**src/rtl/pll_sup_pkg.sv**
```systemverilog
// Shared types and default timing constants for the PLL lock supervisor.
package pll_sup_pkg;

  typedef enum logic [2:0] {
    ST_RESET_PLL = 3'd0,
    ST_WAIT_LOCK = 3'd1,
    ST_STABLE    = 3'd2,
    ST_RUN       = 3'd3,
    ST_FAIL      = 3'd4
  } state_t;

  localparam int DEF_RST_PULSE_CYCLES    = 16;
  localparam int DEF_LOCK_STABLE_CYCLES  = 4800;
  localparam int DEF_LOCK_TIMEOUT_CYCLES = 48000;
  localparam int DEF_MAX_RETRIES         = 3;

endpackage

```
**src/rtl/sync_ff2.sv**
```systemverilog
// Two-flop synchronizer for a single asynchronous bit, async reset to 0.
module sync_ff2 (
  input  logic clk,
  input  logic rst,
  input  logic d,
  output logic q
);

  logic meta;

  always_ff @(posedge clk or posedge rst) begin
    if (rst) begin
      meta <= 1'b0;
      q    <= 1'b0;
    end else begin
      meta <= d;
      q    <= meta;
    end
  end

endmodule

```
**src/rtl/pll_lock_supervisor.sv**
```systemverilog
// Sequences PLL reset, filters lock, gates the system reset and retries on timeout.
module pll_lock_supervisor
  import pll_sup_pkg::*;
#(
  parameter int RST_PULSE_CYCLES    = DEF_RST_PULSE_CYCLES,
  parameter int LOCK_STABLE_CYCLES  = DEF_LOCK_STABLE_CYCLES,
  parameter int LOCK_TIMEOUT_CYCLES = DEF_LOCK_TIMEOUT_CYCLES,
  parameter int MAX_RETRIES         = DEF_MAX_RETRIES
) (
  input  logic       clkin,
  input  logic       rst,
  input  logic       pll_locked,
  input  logic       req_reset,
  output logic       pll_rst,
  output logic       sys_rst,
  output logic       ready,
  output logic       fail,
  output logic [7:0] loss_count,
  output logic [2:0] state
);

  localparam int RW = $clog2(RST_PULSE_CYCLES + 1);
  localparam int SW = $clog2(LOCK_STABLE_CYCLES + 1);
  localparam int TW = $clog2(LOCK_TIMEOUT_CYCLES + 1);
  localparam int NW = $clog2(MAX_RETRIES + 1);

  localparam logic [RW-1:0] RST_LAST = RW'(RST_PULSE_CYCLES - 1);
  localparam logic [SW-1:0] STB_LAST = SW'(LOCK_STABLE_CYCLES - 1);
  localparam logic [TW-1:0] TMR_LAST = TW'(LOCK_TIMEOUT_CYCLES - 1);
  localparam logic [NW-1:0] RTY_MAX  = NW'(MAX_RETRIES);

  state_t        cur, nxt;
  logic [RW-1:0] rst_cnt, rst_cnt_d;
  logic [SW-1:0] stb_cnt, stb_cnt_d;
  logic [TW-1:0] tmr, tmr_d;
  logic [NW-1:0] retry, retry_d;
  logic          lock_s, loss_inc, timeout;

  sync_ff2 u_lock_sync (
    .clk (clkin),
    .rst (rst),
    .d   (pll_locked),
    .q   (lock_s)
  );

  assign timeout = (tmr == TMR_LAST);

  always_comb begin
    nxt       = cur;
    rst_cnt_d = '0;
    stb_cnt_d = '0;
    tmr_d     = tmr;
    retry_d   = retry;
    loss_inc  = 1'b0;
    case (cur)
      ST_RESET_PLL: begin
        if (rst_cnt == RST_LAST) begin
          nxt   = ST_WAIT_LOCK;
          tmr_d = '0;
        end else begin
          rst_cnt_d = rst_cnt + 1'b1;
        end
      end
      ST_WAIT_LOCK, ST_STABLE: begin
        tmr_d = tmr + 1'b1;
        // timeout wins over a lock that completes on the same edge
        if (timeout) begin
          retry_d = retry + 1'b1;
          tmr_d   = '0;
          nxt     = (retry_d == RTY_MAX) ? ST_FAIL : ST_RESET_PLL;
        end else if (cur == ST_WAIT_LOCK) begin
          if (lock_s) begin
            nxt       = ST_STABLE;
            stb_cnt_d = SW'(1);
          end
        end else if (!lock_s) begin
          nxt = ST_WAIT_LOCK;
        end else if (stb_cnt == STB_LAST) begin
          nxt     = ST_RUN;
          retry_d = '0;
        end else begin
          stb_cnt_d = stb_cnt + 1'b1;
        end
      end
      ST_RUN: begin
        if (!lock_s) begin
          nxt      = ST_RESET_PLL;
          loss_inc = 1'b1;
        end
      end
      default: ;
    endcase
    if (req_reset) begin
      nxt       = ST_RESET_PLL;
      rst_cnt_d = '0;
      stb_cnt_d = '0;
      tmr_d     = '0;
      retry_d   = '0;
      loss_inc  = 1'b0;
    end
  end

  // outputs are registered from the next state so they align with `state`
  always_ff @(posedge clkin or posedge rst) begin
    if (rst) begin
      cur        <= ST_RESET_PLL;
      rst_cnt    <= '0;
      stb_cnt    <= '0;
      tmr        <= '0;
      retry      <= '0;
      loss_count <= '0;
      pll_rst    <= 1'b1;
      sys_rst    <= 1'b1;
      ready      <= 1'b0;
      fail       <= 1'b0;
    end else begin
      cur     <= nxt;
      rst_cnt <= rst_cnt_d;
      stb_cnt <= stb_cnt_d;
      tmr     <= tmr_d;
      retry   <= retry_d;
      if (loss_inc && loss_count != 8'hFF) loss_count <= loss_count + 8'd1;
      pll_rst <= (nxt == ST_RESET_PLL) || (nxt == ST_FAIL);
      sys_rst <= (nxt != ST_RUN);
      ready   <= (nxt == ST_RUN);
      fail    <= (nxt == ST_FAIL);
    end
  end

  assign state = cur;

endmodule

```
**config.mk**
```make
export PLATFORM = sky130hd
export DESIGN_NAME = pll_lock_supervisor
export DESIGN_NICKNAME = d
export VERILOG_FILES = /design/src/rtl/pll_sup_pkg.sv /design/src/rtl/sync_ff2.sv /design/src/rtl/pll_lock_supervisor.sv
export SDC_FILE = /design/constraint.sdc
export NUM_CORES = 1
export LEC_CHECK = 0
export CELL_PAD_IN_SITES_DETAIL_PLACEMENT = 0
export CELL_PAD_IN_SITES_GLOBAL_PLACEMENT = 1
export CORE_ASPECT_RATIO = 0.6
export CORE_MARGIN = 2
export CORE_UTILIZATION = 50
export CTS_CLUSTER_SIZE = 8
export DETAILED_ROUTE_END_ITERATION = 16
export PLACE_DENSITY = 0.95
export SETUP_SLACK_MARGIN = 0.4
export SLEW_MARGIN = 20
export SYNTH_ARGS = -nofsm -noshare
export SYNTH_HDL_FRONTEND = slang
export SYNTH_HIERARCHICAL = 1
export SYNTH_SLANG_ARGS = --single-unit
export TNS_END_PERCENT = 30
```
**constraint.sdc**
```tcl
create_clock -name clkin -period 3.1 [get_ports clkin]
set_input_delay 0.62 -clock clkin [delete_from_list [all_inputs] [get_ports clkin]]
set_output_delay 0.62 -clock clkin [all_outputs]
set_load 0.03 [all_outputs]
```
## After elaboration in Yosys (flattened, before gate mapping)

Cells that the tools add are included.

| word-level totals | value |
|---|---|
| register bits | 53 |
| input port bits | 4 |
| output and inout bits | 15 |
| logic and storage cells | 74 |

| cells by class | value |
|---|---|
| add/sub/neg operators | 5 |
| eq/ne operators | 13 |
| mux-type cells | 33 |
| reduce and logical (&&, ||, !) cells | 11 |

Operators by type and width:

| cell | number |
|---|---|
| $mux W13 | 6 |
| $mux W16 | 3 |
| $pmux W16 S2 | 1 |
| $mux W3 | 9 |
| $add A16 B1 Y16 const B | 1 |
| $eq A16 B16 Y1 const B | 1 |
| $mux W5 | 3 |
| $add A13 B1 Y13 const B | 1 |
| $eq A13 B13 Y1 const B | 1 |
| $mux W2 | 6 |
| $eq A3 B2 Y1 const B | 3 |
| $pmux W3 S3 | 1 |
| $reduce_bool A3 Y1 | 3 |
| $add A8 B1 Y8 const B | 1 |
| $ne A8 B8 Y1 const B | 1 |
| $logic_not A3 Y1 | 2 |
| $ne A3 B3 Y1 const B | 2 |
| $add A5 B1 Y5 const B | 1 |
| $eq A5 B4 Y1 const B | 1 |
| $mux W1 | 4 |
| $reduce_and A4 Y1 | 1 |
| $eq A3 B1 Y1 const B | 1 |
| $eq A3 B3 Y1 const B | 1 |
| $ne A3 B2 Y1 const B | 1 |
| other kinds (7) | 7 |

## Depth between registers and ports, before layout

Gate-level depths: netlist (run 1).

| depth | value |
|---|---|
| word-level depth | 9 |
| mapped depth | 6 |
| gate-level depth less buffers | 5 |

## By module

Netlist (run 1), hierarchy kept.

Modules (own cells, without submodules):

| module | instances | cells each | area an instance (µm²) | seq. area each (µm²) |
|---|---|---|---|---|
| pll_lock_supervisor | 1 | 284 | 2788.9 | 1278.7 |
| sync_ff2 | 1 | 3 | 53.8 | 50.0 |

## Least setup slack after synthesis (run 1)

OpenSTA, ideal clock, no wires.

| path | value |
|---|---|
| path kind | register to register |
| from | reg cur[0], in the netlist state[0] |
| to | reg tmr[12] |
| library setup time | 126 ps |
| arrival | 1723 ps |
| data required time | 2974 ps |
| slack | 1251 ps |
| stages on the path, launching flop included | 7 |
| path buffers | 2 |
| clock period less this slack | 1849 ps |
| cells stage by stage | dfrtp_1 > buf_2 > xnor2_1 > nand2b_4 > buf_2 > nor2_1 > a221o_1 |

| between the ends | value |
|---|---|
| word-level cells in the longest chain between the ends | 4 |
| elaborated cells on any way between the ends | 9 |
| classes of those cells | eq/ne: 3; mux: 2; reduce/logical: 4 |

RTL lines:

| item | RTL line | RTL |
|---|---|---|
| from (decl) | pll_lock_supervisor.sv:32 | `state_t cur, nxt;` |
| from (signal assigned) | pll_lock_supervisor.sv:117 | `cur <= nxt;` |
| $eq A3 B1 Y1 / $eq A3 B2 Y1 (equally long branches) | pll_lock_supervisor.sv:55 | `case (cur)` |
| $reduce_or A2 Y1 | pll_lock_supervisor.sv:55 |  |
| $pmux W16 S2 / $reduce_bool A3 Y1 (equally long branches) | n/a |  |
| $mux W16 / $reduce_and A2 Y1 (equally long branches) | n/a |  |
| to (signal assigned) | pll_lock_supervisor.sv:120 | `tmr <= tmr_d;` |
| to (decl) | pll_lock_supervisor.sv:35 | `logic [TW-1:0] tmr, tmr_d;` |

Several ways; a longest one is shown, not always the timed one.
A chain may end at the register's enable or synchronous reset.

## Worst setup path in the final report (run 1)

| path | value |
|---|---|
| from | reg cur[2], in the netlist state[2] |
| to | out state[2] |

RTL lines:

| item | RTL line | RTL |
|---|---|---|
| to (decl) | pll_lock_supervisor.sv:19 | `output logic [2:0] state` |

No word-level cell between the ends.

==> results.ini, run 1 <==
[yosys]
synth_edf_count=0
seq_area_frac_synth=0.467
yosys_most_used_dff=dfrtp_1
yosys_warnings=6
synthTopCellsByCount=dfrtp_1, nand3_1, nand2_1
syn_inst=287
yosysMostFrequentCell=dfrtp_1
synth_area_per_cell_um2=9.90
netlist_area_um2=2840
synthArstFlopShare=1.00
synth_cell_types=57
postSynthNetCount=296
yosysTopAreaCell=dfrtp_1
synth_seq_cells=53
synth_top_area_frac=0.449
yosys-top-cells-area=dfrtp_1, xnor2_1, nand3_1

[timing]
timing.fmax_mhz=431
drv_slew=0
hold_viol_final=0
period_share=0.749
max_slew_margin=0.529
setup_viol=0
tightest_slew_ps=704
fin_skew_ps=8.99
layout_min_cycle_time_ps=2320
rsz0062_at_grt=false
fin_tns_setup_ps=0

[floorplan]
initial_core_util=0.515
die_y_um=62.4
io_pins=19
num_rows=21
fp.dieW_um=101
die_area_um2=6320
core-area_um2=5520

[worst_hold_path]
min_delay_path_depth=0
hp-start=u_lock_sync/meta
hp-class=reg2reg
hold_path_end=u_lock_sync/q

[critical_path]
cp_max_fo=14
slowest_delay_ps=760
r2r_cells=5
endpoint_kind=primary output
reg2reg_from=tmr[0]
path_buf_inv=1
cp-start-kind=flip-flop
cp_slowest_cell=clkdlybuf4s50_1
worstPathCellList=clkdlybuf4s50_1
worstPathArrival_ps=1700
critPathRequiredTime_ps=2480
r2r_slack_ps=840
critPathTopFamily=buffers and inverters
path_class=reg2out
rr_endpoint=pll_rst

[pwr]
p_leak_nw=1.31
irDropWorstVdd_mv=0.282
powerDensity_nw_per_um2=409

[global_routing]
antenna_found_initial=0
grt_pass1_vias=2039
grt_max_degree=44
track_usage=0.221
grt_pass1_wl_um=11000
grt_overflow=0

[detailed_routing]
dr.first_iter.drc_count=300
drc_errors=0
wl_per_cell_um=17.0
ant_nets=0
viasPerCell=6.28
routed_wl_um=6350
dr.pass1.iters=5
vias=2343

[layout]
seq_area_um2=1330
multi_input_area_um2=1400
final_layout_size_suffix_gt1_frac=0.0888
area_delta_synth_final_pct=13.1
fillers=491
layout.nets=312
num_antenna_cells=0
final_cell_area_um2=3210

[clocking]
hold_buffers=0
clockBufferDepth=2
clk_pin_slew_ps=100
root_buffer=clkbuf_8
clkLatencyLatePin_ps=310
htreeDepth=2
clock_sinks=53
numCtsBuffers=5
cts_setup_buffers=0
ctsResizeCount=0
tritoncts=done

[job]
drv_cap=0

[status]
outcome=finished clean

[place]
io_buffers=18
placed_area_um2=3080
dp_hpwl_um=4470
gp_congestion=0.908

-- per-layer routing --
layer  GRT usage  wire length (um)  share of wire  up-vias
met4      0.0456                35         0.0055        0
met5           0                 0              0        -
met3      0.0503               586          0.092        4
met2       0.255              2320           0.37      108
li1            -                 -              -     1114
met1       0.398              3400           0.54     1117
-- area by class of cell --
type	instances	area share
multi-input cells	208	0.435
inverters	12	0.0140
clock inverters	3	0.0214
repair buffers	23	0.0677
clock buffers	5	0.0214
well taps	69	0.0269
flip-flops and latches	53	0.413
-- stage by stage --
| stage | hold slack [ps] | cells | power (mW) | worst slack [ps] | util |
|---|---|---|---|---|---|
| after global placement | 334 | 365 | 0.767 | 704 | 0.558 |
| after CTS | 363 | 373 | 1.32 | 766 | 0.583 |
| final | 362 | 373 | 1.32 | 778 | 0.583 |
| after floorplan | 331 | 287 | 0.750 | 1250 | - |
| after global routing | 367 | 373 | 1.37 | 686 | 0.583 |
| after detailed placement | 340 | 365 | 0.767 | 701 | 0.558 |
-- placed cells by master (no fill, tap or decap), types with 2 or more instances in the layout --
master	instances
and3_1	7
or4_1	2
o221ai_1	3
a21o_1	3
dfstp_2	2
xnor2_1	14
inv_1	11
dfrtp_1	51
bufinv_16	2
nand4_1	14
a21oi_1	3
nor3_1	17
mux2i_1	2
or3_1	4
xor2_1	6
and2_1	6
nand2b_1	2
buf_4	5
nand4b_1	2
nor2_1	12
clkbuf_8	5
a32o_1	2
clkdlybuf4s50_1	18
and4_1	6
ha_1	5
a22oi_1	2
nor4_1	6
nand3_1	23
o31a_1	3
nand2_1	20
a31oi_1	9
a41oi_1	2
a211o_1	2
o21ai_0	7
-- sequential cells by signal, indices dropped and copies added, names as in the netlist, 2 cells and up --
name        cells
stb_cnt        13
tmr            16
retry           2
state           3
rst_cnt         5
loss_count      8
-- worst register-to-register path, cell delays in order (launching register included) --
cell and delay (ps):
dfrtp_1 430, ha_1 280, and4b_1 240, and4_1 540
o21ai_0 270, a221oi_1 390
-- worst max path at each step --
stage / slack [ps] / cells past startpoint / startpoint / endpoint
after floorplan: 1250 / 1 / rst / fail
final: 780 / 1 / state[2] / state[2]
after CTS: 770 / 1 / state[2] / state[2]
after detailed placement: 700 / 5 / req_reset / ready
after global routing: 690 / 1 / state[2] / state[2]
after global placement: 700 / 5 / req_reset / ready
-- cells by family after synthesis --
family          synth area share
mux                       0.0110
compound gates             0.122
buf+inv                   0.0405
flops                      0.467
fa+ha+maj                 0.0220
xor+xnor                  0.0616
simple gates               0.275
-- power breakdown --
group          switching, mW  total (mW)  internal, mW
clock                  0.237       0.562         0.325
combinational         0.0298      0.0459        0.0161
sequential           0.00861       0.707         0.699
Power figures use the tool's default switching activity.
==> run 2, diff against run 1 <==
- CORE_UTILIZATION: 50 -> 42
- PLACE_DENSITY: 0.95 -> 0.87
- clock period: 3.1 -> 1.9 ns (I/O delays scaled with it)
==> run 2 against run 1 <==
Die area increased by 18%. Cell count grew 15%. First-iteration DRC count decreased by 28%. Via count rose by 12%. Sequential share of layout area decreased by 7.7 points. Sequential power up 64%. Critical path type is now reg2reg. Largest cell class unchanged. Largest power group unchanged. Highest routed layer unchanged.
==> results.ini, run 2 (same netlist as run 1, synthesis figures left out) <==
[status]
outcome=finished clean  ; unchanged

[pwr]
irDropWorstVdd_mv=0.404  ; was 0.282 mV
power_switching_mw=0.497  ; was 0.275 mW
p_leak_nw=1.68  ; was 1.31 nW
swShare=0.215  ; was 0.209
p_int_mw=1.81  ; was 1.04 mW
power_frac_comb=0.046  ; was 0.035
clkPwrFrac=0.453  ; was 0.427
powerDensity_nw_per_um2=580  ; was 409 nW/um^2
seqPwrFrac=0.501  ; was 0.538

[floorplan]
fp.dieW_um=110  ; was 101 um
die_y_um=67.7  ; was 62.4 um
io_pins=19  ; unchanged
num_rows=23  ; was 21
core-area_um2=6620  ; was 5520 um^2
die_area_um2=7460  ; was 6320 um^2
initial_core_util=0.429  ; was 0.515

[timing]
period_share=0.976
layout_min_cycle_time_ps=1850
drv_slew=0  ; unchanged
timing.fmax_mhz=539
max_slew_margin=0.703  ; was 0.529
tightest_slew_ps=442  ; was 704 ps
hold_viol_final=0  ; unchanged
setup_viol=0  ; unchanged
hold-worst-slack_ps=281  ; was 362 ps
fin_skew_ps=4.41  ; was 8.99 ps
rsz0062_at_grt=true  ; was false

[detailed_routing]
drc_errors=0  ; unchanged
dr.pass1.iters=4  ; was 5
viasPerCell=6.11  ; was 6.28
ant_nets=0  ; unchanged
dr.first_iter.drc_count=217  ; was 300
vias=2621  ; was 2343
wl_per_cell_um=19.5  ; was 17.0 um
routed_wl_um=8380  ; was 6350 um

[critical_path]
worstPathArrival_ps=2070  ; was 1700 ps
path_class=reg2reg  ; was reg2out
r2r_cells=4  ; was 5
critPathRequiredTime_ps=2120  ; was 2480 ps
cp_max_fo=4  ; was 14
endpoint_kind=flip-flop  ; was primary output
r2r_slack_ps=50  ; was 840 ps
cp-start-kind=flip-flop  ; unchanged

[worst_hold_path]
hp-class=in2async  ; was reg2reg

[global_routing]
grt_max_degree=29  ; was 44
grt_pass1_vias=2476  ; was 2039
track_usage=0.231  ; was 0.221
grt_pass1_wl_um=12900  ; was 11000 um
antenna_found_initial=0  ; unchanged
grt_overflow=0  ; unchanged

[layout]
layout_common_cells=dfrtp_1, buf_4, nand3_1, nand2_1  ; was dfrtp_1, nand3_1, nand2_1, clkdlybuf4s50_1, nor3_1
final_cells=429  ; was 373
area_delta_synth_final_pct=40.0  ; was 13.1%
layout.nets=350  ; was 312
largest-register=tmr  ; unchanged
seq_area_um2=1340  ; was 1330 um^2
final_layout_size_suffix_gt1_frac=0.374  ; was 0.0888
largest_reg_flops=16  ; unchanged
layout_commonest_cell=dfrtp_1  ; unchanged
num_antenna_cells=0  ; unchanged
multi_input_area_um2=1750  ; was 1400 um^2
fillers=519  ; was 491
top_regs=tmr: 16 flops, stb_cnt: 13 flops, loss_count: 8 flops  ; unchanged

[clocking]
tritoncts=done  ; unchanged
root_buffer=clkbuf_16  ; was clkbuf_8
htreeDepth=2  ; unchanged
clockBufferDepth=2  ; unchanged
hold_buffers=0  ; unchanged
numCtsBuffers=5  ; unchanged
clock_sinks=53  ; unchanged
clkLatencyLatePin_ps=290  ; was 310 ps
clk_pin_slew_ps=70  ; was 100 ps

[place]
dp.cells=405  ; was 365
gp_congestion=0.842  ; was 0.908
dp_hpwl_um=5370  ; was 4470 um
io_buffers=18  ; unchanged

[job]
drv_cap=0  ; unchanged

-- run 2: path summary, 6_finish.rpt --
path,to,startpoint
max in group asynchronous,sys_rst,rst
setup / recovery,ready,stb_cnt[8]
min in group clkin,u_lock_sync/q,u_lock_sync/meta
setup reg to reg,ready,stb_cnt[8]
hold reg to reg,u_lock_sync/q,u_lock_sync/meta
hold / removal,u_lock_sync/meta,rst
-- run 2: per-layer routing --
layer	track usage	routed length, um	up-vias
li1	-	-	1195
met1	0.352	3960	1294
met2	0.321	3540	117
met3	0.0647	762	15
met4	0.0563	112	0
met5	0	0	-
-- run 2: timing repair --
item / 4_1_cts / 5_1_grt
resized for setup: 37 / 74
gates cloned: 0 / 1
pin swaps: 10 / 34
endpoints found under the setup margin: 58 / 60
setup buffers: 11 / 4
-- run 2: area by class of cell --
class	instances	area share
multi-input cells	209	0.441
flip-flops and latches	53	0.337
inverters	12	0.0113
well taps	87	0.0273
clock buffers	5	0.0314
repair buffers	60	0.141
clock inverters	3	0.0116
-- run 2: metrics by stage --
step                      utilization  setup TNS, ps  instance area (um^2)  setup WS, ps  power, mW
after CTS                       0.557              0                  3690          57.5       2.31
after floorplan                     -              0                  3000           184       1.23
final                           0.601              0                  3980          46.3       2.31
after detailed placement        0.512          -40.5                  3390         -12.1       1.27
after global placement          0.512              0                  3390          15.4       1.26
after global routing            0.601          -21.8                  3980         -21.8       2.39
-- run 2: worst max-delay path, stage by stage (launching register included) --
cell and delay [ps]:
dfrtp_1 390, or3_1 360, or4_4 560, nor4_4 200
o221a_2 280
-- run 2: power by group through the flow --
stage / sequential (mW) / clock [mW] / combinational, mW
floorplan: 1.17 / 0 / 0.0540
global placement: 1.18 / 0 / 0.0879
detailed placement: 1.18 / 0 / 0.0896
CTS: 1.15 / 1.06 / 0.0975
global route: 1.16 / 1.11 / 0.117
finish: 1.16 / 1.05 / 0.106
==> run 3, diff against run 2 <==
- ABC_CLOCK_PERIOD_IN_PS: not set -> 1900
- GPL_ROUTABILITY_DRIVEN: not set -> 0
==> results of run 3 <==
No change in the layout: final DEF, timing and power equal those of run 2.
